## config.mk

```make
export PLATFORM = sky130hd
export DESIGN_NAME = adt7420_poll_ctrl
export DESIGN_NICKNAME = d
export VERILOG_FILES = /design/src/rtl/adt7420_poll_ctrl.sv
export SDC_FILE = /design/constraint.sdc
export NUM_CORES = 1
export LEC_CHECK = 0
export CAP_MARGIN = 20
export CORE_ASPECT_RATIO = 0.75
export CORE_MARGIN = 8
export CORE_UTILIZATION = 40
export DETAILED_ROUTE_END_ITERATION = 6
export MAX_ROUTING_LAYER = met4
export PLACE_DENSITY = 0.76
export SETUP_SLACK_MARGIN = 0.15
export SLEW_MARGIN = 20
export SYNTH_ARGS = -nofsm -noshare
export SYNTH_HDL_FRONTEND = slang
export SYNTH_SLANG_ARGS = --single-unit
```

## constraint.sdc

```tcl
create_clock -name i_clk -period 3.5 [get_ports i_clk]
set_input_delay 0.35 -clock i_clk [delete_from_list [all_inputs] [get_ports i_clk]]
set_output_delay 0.35 -clock i_clk [all_outputs]
set_load 0.01 [all_outputs]
```

## src/rtl/adt7420_poll_ctrl.sv

```systemverilog
// Autonomous ADT7420 sequencer: one config write after reset, then periodic 16-bit temperature
// reads through an I2C master. Build macro I2C_RETRY_EN enables per-transaction retries.
module adt7420_poll_ctrl #(
   parameter logic [6:0]  SLAVE_ADDR    = 7'h4B,
   parameter logic [7:0]  CFG_VALUE     = 8'h80,
   parameter int unsigned PERIOD_CYCLES = 25_000_000,
   parameter int unsigned START_TIMEOUT = 16,
   parameter int unsigned MAX_RETRIES   = 3
) (
   input  logic        i_clk,
   input  logic        reset_n,
   input  logic        i_enable,
   output logic        m_req_trans,
   output logic [7:0]  m_addr_w_rw,
   output logic [15:0] m_sub_addr,
   output logic        m_sub_len,
   output logic [23:0] m_byte_len,
   output logic [7:0]  m_data_write,
   input  logic        m_req_data_chunk,
   input  logic [7:0]  m_data_out,
   input  logic        m_valid_out,
   input  logic        m_busy,
   input  logic        m_nack,
   output logic [15:0] o_temp,
   output logic        o_temp_valid,
   output logic        o_err,
   output logic [7:0]  o_err_cnt,
   output logic        o_cfg_done,
   output logic [2:0]  dbg_state
);

   typedef enum logic [2:0] {
      IDLE    = 3'd0,
      CFG_REQ = 3'd1,
      RD_REQ  = 3'd2,
      START   = 3'd3,
      XFER    = 3'd4,
      WAIT    = 3'd5
   } state_t;

   localparam int unsigned PER_W = (PERIOD_CYCLES > 1) ? $clog2(PERIOD_CYCLES) : 1;
   localparam int unsigned TO_W  = (START_TIMEOUT > 1) ? $clog2(START_TIMEOUT) : 1;
   localparam logic [PER_W-1:0] PER_LAST = PER_W'(PERIOD_CYCLES - 1);
   localparam logic [TO_W-1:0]  TO_LAST  = TO_W'(START_TIMEOUT - 1);

   logic unused_inputs;
`ifdef I2C_RETRY_EN
   localparam int unsigned RETRY_LIMIT = MAX_RETRIES;
   assign unused_inputs = m_req_data_chunk;
`else
   // Retries disabled: a zero limit makes every failure final.
   localparam int unsigned RETRY_LIMIT = 0;
   assign unused_inputs = m_req_data_chunk ^ (MAX_RETRIES == 0);
`endif
   localparam int unsigned RC_W = (RETRY_LIMIT > 0) ? $clog2(RETRY_LIMIT + 1) : 1;
   localparam logic [RC_W-1:0] RC_LAST = RC_W'(RETRY_LIMIT);

   state_t            state_q, state_d;
   logic [PER_W-1:0]  wait_q, wait_d;
   logic [TO_W-1:0]   to_q, to_d;
   logic [RC_W-1:0]   retry_q, retry_d;
   logic              nack_q, nack_d;
   logic [1:0]        idx_q, idx_d;
   logic [7:0]        msb_q, msb_d, lsb_q, lsb_d;
   logic              rd_q, rd_d;
   logic              fail;
   logic              can_retry;

   logic              req_d;
   logic [7:0]        addr_d;
   logic [15:0]       sub_d;
   logic [23:0]       len_d;
   logic [7:0]        data_d;
   logic [15:0]       temp_d;
   logic              temp_valid_d, err_d, cfg_done_d;
   logic [7:0]        err_cnt_d;

   assign can_retry = (retry_q != RC_LAST);
   assign m_sub_len = 1'b0;
   assign dbg_state = state_q;

   always_comb begin
      state_d      = state_q;
      wait_d       = wait_q;
      to_d         = to_q;
      retry_d      = retry_q;
      nack_d       = nack_q;
      idx_d        = idx_q;
      msb_d        = msb_q;
      lsb_d        = lsb_q;
      rd_d         = rd_q;
      fail         = 1'b0;
      req_d        = 1'b0;
      addr_d       = m_addr_w_rw;
      sub_d        = m_sub_addr;
      len_d        = m_byte_len;
      data_d       = m_data_write;
      temp_d       = o_temp;
      temp_valid_d = 1'b0;
      err_d        = 1'b0;
      err_cnt_d    = o_err_cnt;
      cfg_done_d   = o_cfg_done;

      case (state_q)
         IDLE: begin
            if (i_enable) begin
               retry_d = '0;
               state_d = o_cfg_done ? RD_REQ : CFG_REQ;
            end
         end
         CFG_REQ, RD_REQ: state_d = START;
         START: begin
            nack_d = nack_q | m_nack;
            if (m_busy) begin
               state_d = XFER;
            end else if (to_q == TO_LAST) begin
               fail = 1'b1;
            end else begin
               to_d = to_q + 1'b1;
            end
         end
         XFER: begin
            nack_d = nack_q | m_nack;
            if (rd_q && m_valid_out) begin
               if (idx_q == 2'd0) begin
                  msb_d = m_data_out;
                  idx_d = 2'd1;
               end else if (idx_q == 2'd1) begin
                  lsb_d = m_data_out;
                  idx_d = 2'd2;
               end
            end
            // A byte arriving with the busy fall has already been counted in idx_d.
            if (!m_busy) begin
               if (nack_d || (rd_q && idx_d != 2'd2)) begin
                  fail = 1'b1;
               end else begin
                  retry_d = '0;
                  wait_d  = '0;
                  state_d = WAIT;
                  if (rd_q) begin
                     temp_d       = {msb_d, lsb_d};
                     temp_valid_d = 1'b1;
                  end else begin
                     cfg_done_d = 1'b1;
                  end
               end
            end
         end
         WAIT: begin
            if (!i_enable) begin
               state_d = IDLE;
            end else if (wait_q == PER_LAST) begin
               wait_d  = '0;
               retry_d = '0;
               state_d = o_cfg_done ? RD_REQ : CFG_REQ;
            end else begin
               wait_d = wait_q + 1'b1;
            end
         end
         default: state_d = IDLE;
      endcase

      if (fail) begin
         if (can_retry) begin
            retry_d = retry_q + 1'b1;
            state_d = rd_q ? RD_REQ : CFG_REQ;
         end else begin
            retry_d = '0;
            err_d   = 1'b1;
            wait_d  = '0;
            state_d = WAIT;
            if (o_err_cnt != 8'hFF) err_cnt_d = o_err_cnt + 8'd1;
         end
      end

      // Request fields are loaded on entry and then held until the next request.
      if (state_d == CFG_REQ || state_d == RD_REQ) begin
         req_d  = 1'b1;
         rd_d   = (state_d == RD_REQ);
         addr_d = {SLAVE_ADDR, (state_d == RD_REQ)};
         sub_d  = (state_d == RD_REQ) ? 16'h0000 : 16'h0003;
         len_d  = (state_d == RD_REQ) ? 24'd2 : 24'd1;
         data_d = CFG_VALUE;
         nack_d = 1'b0;
         idx_d  = 2'd0;
         to_d   = '0;
      end
   end

   always_ff @(posedge i_clk or negedge reset_n) begin
      if (!reset_n) begin
         state_q      <= IDLE;
         wait_q       <= '0;
         to_q         <= '0;
         retry_q      <= '0;
         nack_q       <= 1'b0;
         idx_q        <= 2'd0;
         msb_q        <= 8'd0;
         lsb_q        <= 8'd0;
         rd_q         <= 1'b0;
         m_req_trans  <= 1'b0;
         m_addr_w_rw  <= 8'd0;
         m_sub_addr   <= 16'd0;
         m_byte_len   <= 24'd0;
         m_data_write <= 8'd0;
         o_temp       <= 16'd0;
         o_temp_valid <= 1'b0;
         o_err        <= 1'b0;
         o_err_cnt    <= 8'd0;
         o_cfg_done   <= 1'b0;
      end else begin
         state_q      <= state_d;
         wait_q       <= wait_d;
         to_q         <= to_d;
         retry_q      <= retry_d;
         nack_q       <= nack_d;
         idx_q        <= idx_d;
         msb_q        <= msb_d;
         lsb_q        <= lsb_d;
         rd_q         <= rd_d;
         m_req_trans  <= req_d;
         m_addr_w_rw  <= addr_d;
         m_sub_addr   <= sub_d;
         m_byte_len   <= len_d;
         m_data_write <= data_d;
         o_temp       <= temp_d;
         o_temp_valid <= temp_valid_d;
         o_err        <= err_d;
         o_err_cnt    <= err_cnt_d;
         o_cfg_done   <= cfg_done_d;
      end
   end

endmodule

```

==> results of run 1 <==
[worst max path at each step]
stage	end	startpoint	slack [ns]
after floorplan	o_err_cnt[1]	idx_q[0]	1.28
after global placement	wait_q[22]	m_busy	0.81
after detailed placement	wait_q[3]	m_busy	0.70
after CTS	wait_q[6]	dbg_state[2]	0.84
after global routing	wait_q[16]	dbg_state[0]	0.66
final	o_err_cnt[1]	idx_q[0]	0.92
[metrics by stage]
stage / hold slack, ns / instances / utilization (%) / total power [uW]
after floorplan: 0.05441 / 517 / - / 1807
after global placement: 0.4605 / 640 / 45.11 / 2030
after detailed placement: 0.4700 / 640 / 45.11 / 2069
after CTS: 0.2324 / 656 / 47.95 / 3066
after global routing: 0.1141 / 656 / 48.05 / 3213
final: 0.04811 / 656 / 48.05 / 3057
[state kept, by name, indices dropped and copies added, names as in the netlist, 2 cells and up]
signal	cells
o_err_cnt	8
o_temp	16
idx_q	2
wait_q	25
msb_q	8
lsb_q	8
to_q	4
dbg_state	3
[synthesized netlist by cell type, types with 2 or more instances]
master / n
and2_1: 2
o21ai_1: 5
or2_2: 2
o31ai_1: 4
a21oi_1: 24
a21o_1: 3
o21a_1: 4
nor4_2: 2
a311oi_1: 2
nor3_1: 10
nand2_1: 40
o211ai_1: 3
nor2_1: 26
and3_1: 8
o41ai_1: 2
o21ai_0: 40
buf_4: 56
a41oi_1: 2
dfrtp_1: 82
clkbuf_1: 12
xor2_1: 6
xnor2_1: 7
nor3b_1: 2
buf_6: 2
ha_1: 5
or3_1: 5
nor2b_1: 2
mux2i_1: 16
nand4b_1: 2
and4_1: 2
inv_1: 8
mux2_2: 17
a31oi_1: 6
nand4_1: 12
nand2b_1: 2
buf_2: 6
nand3_1: 19
[power breakdown]
group | internal [uW] | total (uW) | leakage, uW | switching (uW)
Combinational | 377 | 881 | 0.00114 | 504
Clock | 581 | 990 | 0.000147 | 409
Sequential | 1050 | 1190 | 0.00112 | 132
[worst max-delay path: stages, from the launching register on]
cell,delay (ns)
dfrtp_1,0.40
inv_1,0.06
ha_1,0.30
and3b_1,0.21
o31ai_1,0.57
a31o_2,0.28
o21a_1,0.29
mux2_2,0.37
[cell type report]
class | count | area (um^2) | area share (%)
clock inverter | 6 | 73.82 | 1.393
inverter | 9 | 33.78 | 0.6377
timing repair buffer | 59 | 579.3 | 10.94
multi-input combinational | 350 | 2145 | 40.48
sequential | 82 | 2052 | 38.73
clock buffer | 10 | 239.0 | 4.511
tap | 140 | 175.2 | 3.307
[per-layer routing]
| metal | up-vias | share of wire, % | GRT usage [%] |
|---|---|---|---|
| met5 | - | 0 | - |
| met4 | 0 | 1.7 | 5.543 |
| met3 | 13 | 6.1 | 4.093 |
| met2 | 110 | 47 | 23.15 |
| met1 | 1795 | 45 | 18.72 |
| li1 | 1651 | - | - |
[kinds of logic after synthesis]
logic type,count (synthesis),share of synthesized area (%)
AOI/OAI and AO/OA,104,13.72
adders and majority gates,5,1.369
muxes,33,7.696
xor gates and xnor gates,13,2.492
DFF,82,44.92
buffers and inverters,85,12.08
and+or+nand+nor,148,17.64
other,1,0.08209
==> results.py, run 1 <==
metrics = {
    "layout": {
        "drive_gt1_share_pct": 10.85,
        "fillers": 991,
        "area_growth_pct": 15.97,
        "antenna_cells": 0,
        "final_nets": 531,
        "final_cell_mix": "dfrtp_1, clkdlybuf4s50_1, conb_1",
        "mostFrequentLayoutCell": "dfrtp_1",
        "stdcell_area_um2": 5298,
    },
    "timing": {
        "max_freq_mhz": 386.9,
        "skew_ns": 0.005483,
        "tightestPinTransition_ns": 0.8309,
        "fin_crit_sh_pct": 73.85,
        "fin_crit_ns": 2.585,
        "finalSetupTns_ns": 0,
        "rsz0062_at_grt": "no",
        "worst_slack_ns": 0.9153,
        "hold_viol": 0,
        "setup_violations": 0,
        "relSlewSlack_pct": 44.10,
        "slew_viol_final": 0,
    },
    "global_routing": {
        "grt_pass1_wl_um": 17860,
        "grtUsageTotal_pct": 15.04,
        "grt_pass1_vias": 3480,
        "antenna_found_initial": 0,
        "grt_max_degree": 83,
        "overflow": 0,
    },
    "yosys": {
        "synth_area_um2": 4568,
        "yosys.area.top_type": "dfrtp_1",
        "ys_seq_area_share_pct": 44.92,
        "ys_types": 60,
        "ys.flop_type": "dfrtp_1",
        "synth_cells": 471,
        "yosysWarnings": 0,
        "synth-seq-cells": 82,
        "async_reset_ff_share_pct": 100.0,
        "avgSynthCellArea_um2": 9.699,
        "synth_area_leaders": "dfrtp_1, buf_4, o21ai_0",
        "synth_edf_count": 0,
        "yosysTopAreaCellShare_pct": 44.92,
    },
    "placed_design": {
        "dpl_worst_slack_ns": 0.6994,
        "finalWeightedCongestion": 0.8502,
        "dp.final_hpwl_um": 7835,
        "place_area_um2": 4974,
        "port_buffers": 54,
    },
    "routing": {
        "ant_nets": 0,
        "post-route-drc-count": 0,
        "first_pass_iters": 5,
        "vias": 3569,
        "vias_per_cell": 5.441,
        "drtIter0Drc": 255,
        "drt_wl_total_um": 10830,
        "routedWlPerCell_um": 16.51,
    },
    "clock_network": {
        "cts.sinks": 82,
        "ctsResizeCount": 0,
        "cts_root_buf": "clkbuf_16",
        "clock_latency_ns": 0.35,
        "numCtsBuffers": 9,
        "tritoncts": "built",
        "cts_buffer_depth": 2,
        "holdBufCountCts": 0,
        "cts_setup_buffers": 0,
        "htree_levels": 3,
        "clk_pin_slew_ns": 0.06,
    },
    "setup_path": {
        "worstReg2RegStart": "idx_q[0]",
        "worstRegToRegCells": 7,
        "setup.worst_path.start_class": "flip-flop",
        "r2r_end": "o_err_cnt[1]",
        "critical_path_class": "flip-flop to flip-flop",
        "critPathCaptureType": "flip-flop",
        "crit_required_ns": 3.73,
        "crit_arrival_ns": 2.82,
        "reg2reg_slack_ns": 0.92,
        "crit_fanout": 8,
    },
    "power_and_ir_drop": {
        "leakagePower_uw": 0.002406,
        "vdd_drop_max_mv": 0.2677,
        "pwr_density_cell_nw_per_um2": 577.0,
    },
    "hold_path": {
        "hold_class": "input port to asynchronous set/reset pin",
    },
    "floorplanning": {
        "row_count": 33,
        "die_h_um": 108.6,
        "die_x_um": 139.4,
        "coreArea_um2": 11020,
        "io_pins": 103,
        "start_util_pct": 41.44,
        "die-area_um2": 15130,
    },
    "run_status": {
        "status": "finished clean",
    },
    "flow_run": {
        "maxCapViolations": 0,
    },
}
(Power assumes the default switching activity.)
==> run 2, diff against run 1 <==
clock period = 2.65 ns   (was 3.5 ns; I/O delays follow)
==> run 2 against run 1 <==
Net effect: the run now ends with negative hold slack left; cell area grew 2.0%; first-iteration DRC count shrank 10%; count of clock-buffer cells in the layout shrank 1; clock skew grew 0.0034 ns; non-clock buffer count grew 12; sequential power grew 32%; via count grew 1.9%; clock power grew 32%; flip-flop and latch count is the same; global-route usage grew 0.19 points; highest routed layer unchanged.
==> results.py, run 2 (synthesis gave the netlist of run 1 again) <==
metrics = {
    "layout": {
        "fillers": 1000,
        "mostFrequentLayoutCell": "dfrtp_1",
        "final_nets": 543,
        "final_cell_mix": "dfrtp_1, clkdlybuf4s50_1, conb_1",
        "largest_register_ffs": 25,
        "drive_gt1_share_pct": 12.88,
        "antenna_cells": 0,
        "largestRegisters": "wait_q (25), o_temp (16)",
        "stdcell_count": 668,
        "area_growth_pct": 18.24,
        "regMostFlops": "wait_q",
    },
    "clock_network": {
        "numCtsBuffers": 9,
        "cts_root_buf": "clkbuf_16",
        "holdBufCountCts": 0,
        "tritoncts": "built",
        "cts.sinks": 82,
        "htree_levels": 3,
        "cts_buffer_depth": 2,
        "clk_pin_slew_ns": 0.07,
        "clock_latency_ns": 0.34,
    },
    "timing": {
        "rsz0062_at_grt": "yes",
        "fin_crit_sh_pct": 89.88,
        "skew_ns": 0.008913,
        "finalSetupTns_ns": 0,
        "fin_crit_ns": 2.382,
        "relSlewSlack_pct": 50.77,
        "tightestPinTransition_ns": 0.7385,
        "max_freq_mhz": 419.8,
        "whs_ns": -0.03232,
        "setup_violations": 0,
        "slew_viol_final": 0,
        "hold_viol": 58,
    },
    "power_and_ir_drop": {
        "leakagePower_uw": 0.002471,
        "pwr_density_cell_nw_per_um2": 760.5,
        "vdd_drop_max_mv": 0.4174,
    },
    "floorplanning": {
        "die_x_um": 139.4,
        "row_count": 33,
        "io_pins": 103,
        "start_util_pct": 41.44,
        "die_h_um": 108.6,
        "coreArea_um2": 11020,
        "die-area_um2": 15130,
    },
    "setup_path": {
        "critical_path_class": "flip-flop to flip-flop",
        "critPathCaptureType": "flip-flop",
        "crit_arrival_ns": 2.61,
        "crit_fanout": 9,
        "setup.worst_path.start_class": "flip-flop",
        "crit_required_ns": 2.88,
    },
    "routing": {
        "drt_wl_total_um": 11040,
        "first_pass_iters": 4,
        "routedWlPerCell_um": 16.53,
        "ant_nets": 0,
        "vias_per_cell": 5.443,
        "vias": 3636,
        "drtIter0Drc": 229,
        "post-route-drc-count": 0,
    },
    "flow_run": {
        "maxCapViolations": 0,
    },
    "global_routing": {
        "grtUsageTotal_pct": 15.23,
        "overflow": 0,
        "antenna_found_initial": 0,
        "grt_max_degree": 83,
        "grt_pass1_vias": 3636,
        "grt_pass1_wl_um": 18350,
    },
    "run_status": {
        "status": "finished with violations",
        "failed_checks": "negative hold slack",
    },
    "hold_path": {
        "hold_class": "input port to asynchronous set/reset pin",
    },
    "placed_design": {
        "dp_cells": 648,
        "dp.final_hpwl_um": 8020,
        "port_buffers": 54,
        "finalWeightedCongestion": 0.8628,
    },
}
## run 2: final cells by class
cell class	count	area (um^2)	area share (%)
Clock buffer	9	225.2	4.170
Inverter	9	33.78	0.6254
Tap cell	140	175.2	3.243
Multi-Input combinational cell	350	2152	39.84
Timing Repair Buffer	71	669.4	12.39
Sequential cell	82	2052	37.99
Clock inverter	7	93.84	1.737
## run 2: metal layers
layer	track usage, %	part of all wire (%)	up-vias
met3	3.653	6.1	13
met5	-	0	-
met1	19.03	45	1805
li1	-	-	1687
met4	5.074	1.3	0
met2	23.99	48	131
## run 2: per-stage QoR
stage	setup WS [ns]	hold WS, ns	utilization (%)	instance area, um^2	total power [uW]
3_3_place_gp	0.3224	0.4647	45.66	5034	2694
6_report	0.2681	-0.03232	49.00	5401	4108
4_1_cts	0.2284	0.1438	48.55	5353	4064
2_1_floorplan	0.4337	-0.03059	-	4741	2387
3_5_place_dp	0.2573	0.4625	45.66	5034	2742
5_1_grt	0.1268	0.03016	49.00	5401	4331
## run 2: where the power goes
group / leakage, uW / internal (uW) / total [uW] / switching [uW]
Combinational: 0.00120 / 559 / 1230 / 669
Clock: 0.000153 / 758 / 1310 / 552
Sequential: 0.00112 / 1390 / 1570 / 179
Total: 0.00247 / 2710 / 4110 / 1400
## run 2: critical path, cell delays in order (launching register included)
cell and delay, ns:
dfrtp_1 0.39, inv_1 0.07, ha_1 0.31, and3b_1 0.23
or3_1 0.37, a22oi_2 0.22, o211ai_1 0.14, nor3b_4 0.17
buf_4 0.17, or2_1 0.20
## run 2: path summary, 6_finish.rpt
path                                         to  slack, ns  cells past startpoint       start
worst max register to register  m_data_write[7]       0.27                      9    idx_q[0]
min in group i_clk                   wait_q[22]       0.48                      1  wait_q[22]
worst max-delay path            m_data_write[7]       0.27                      9    idx_q[0]
max in group asynchronous               to_q[2]       2.17                      1     reset_n
worst min-delay path                 o_temp[13]      -0.03                      1     reset_n
worst min register to register       wait_q[22]       0.48                      1  wait_q[22]
## run 2: what timing repair did
action | in CTS | in global routing
setup buffers | 0 | 4
endpoints found under the hold margin | 0 | 0
setup endpoints to repair | 0 | 14
gates resized for setup | 0 | 3
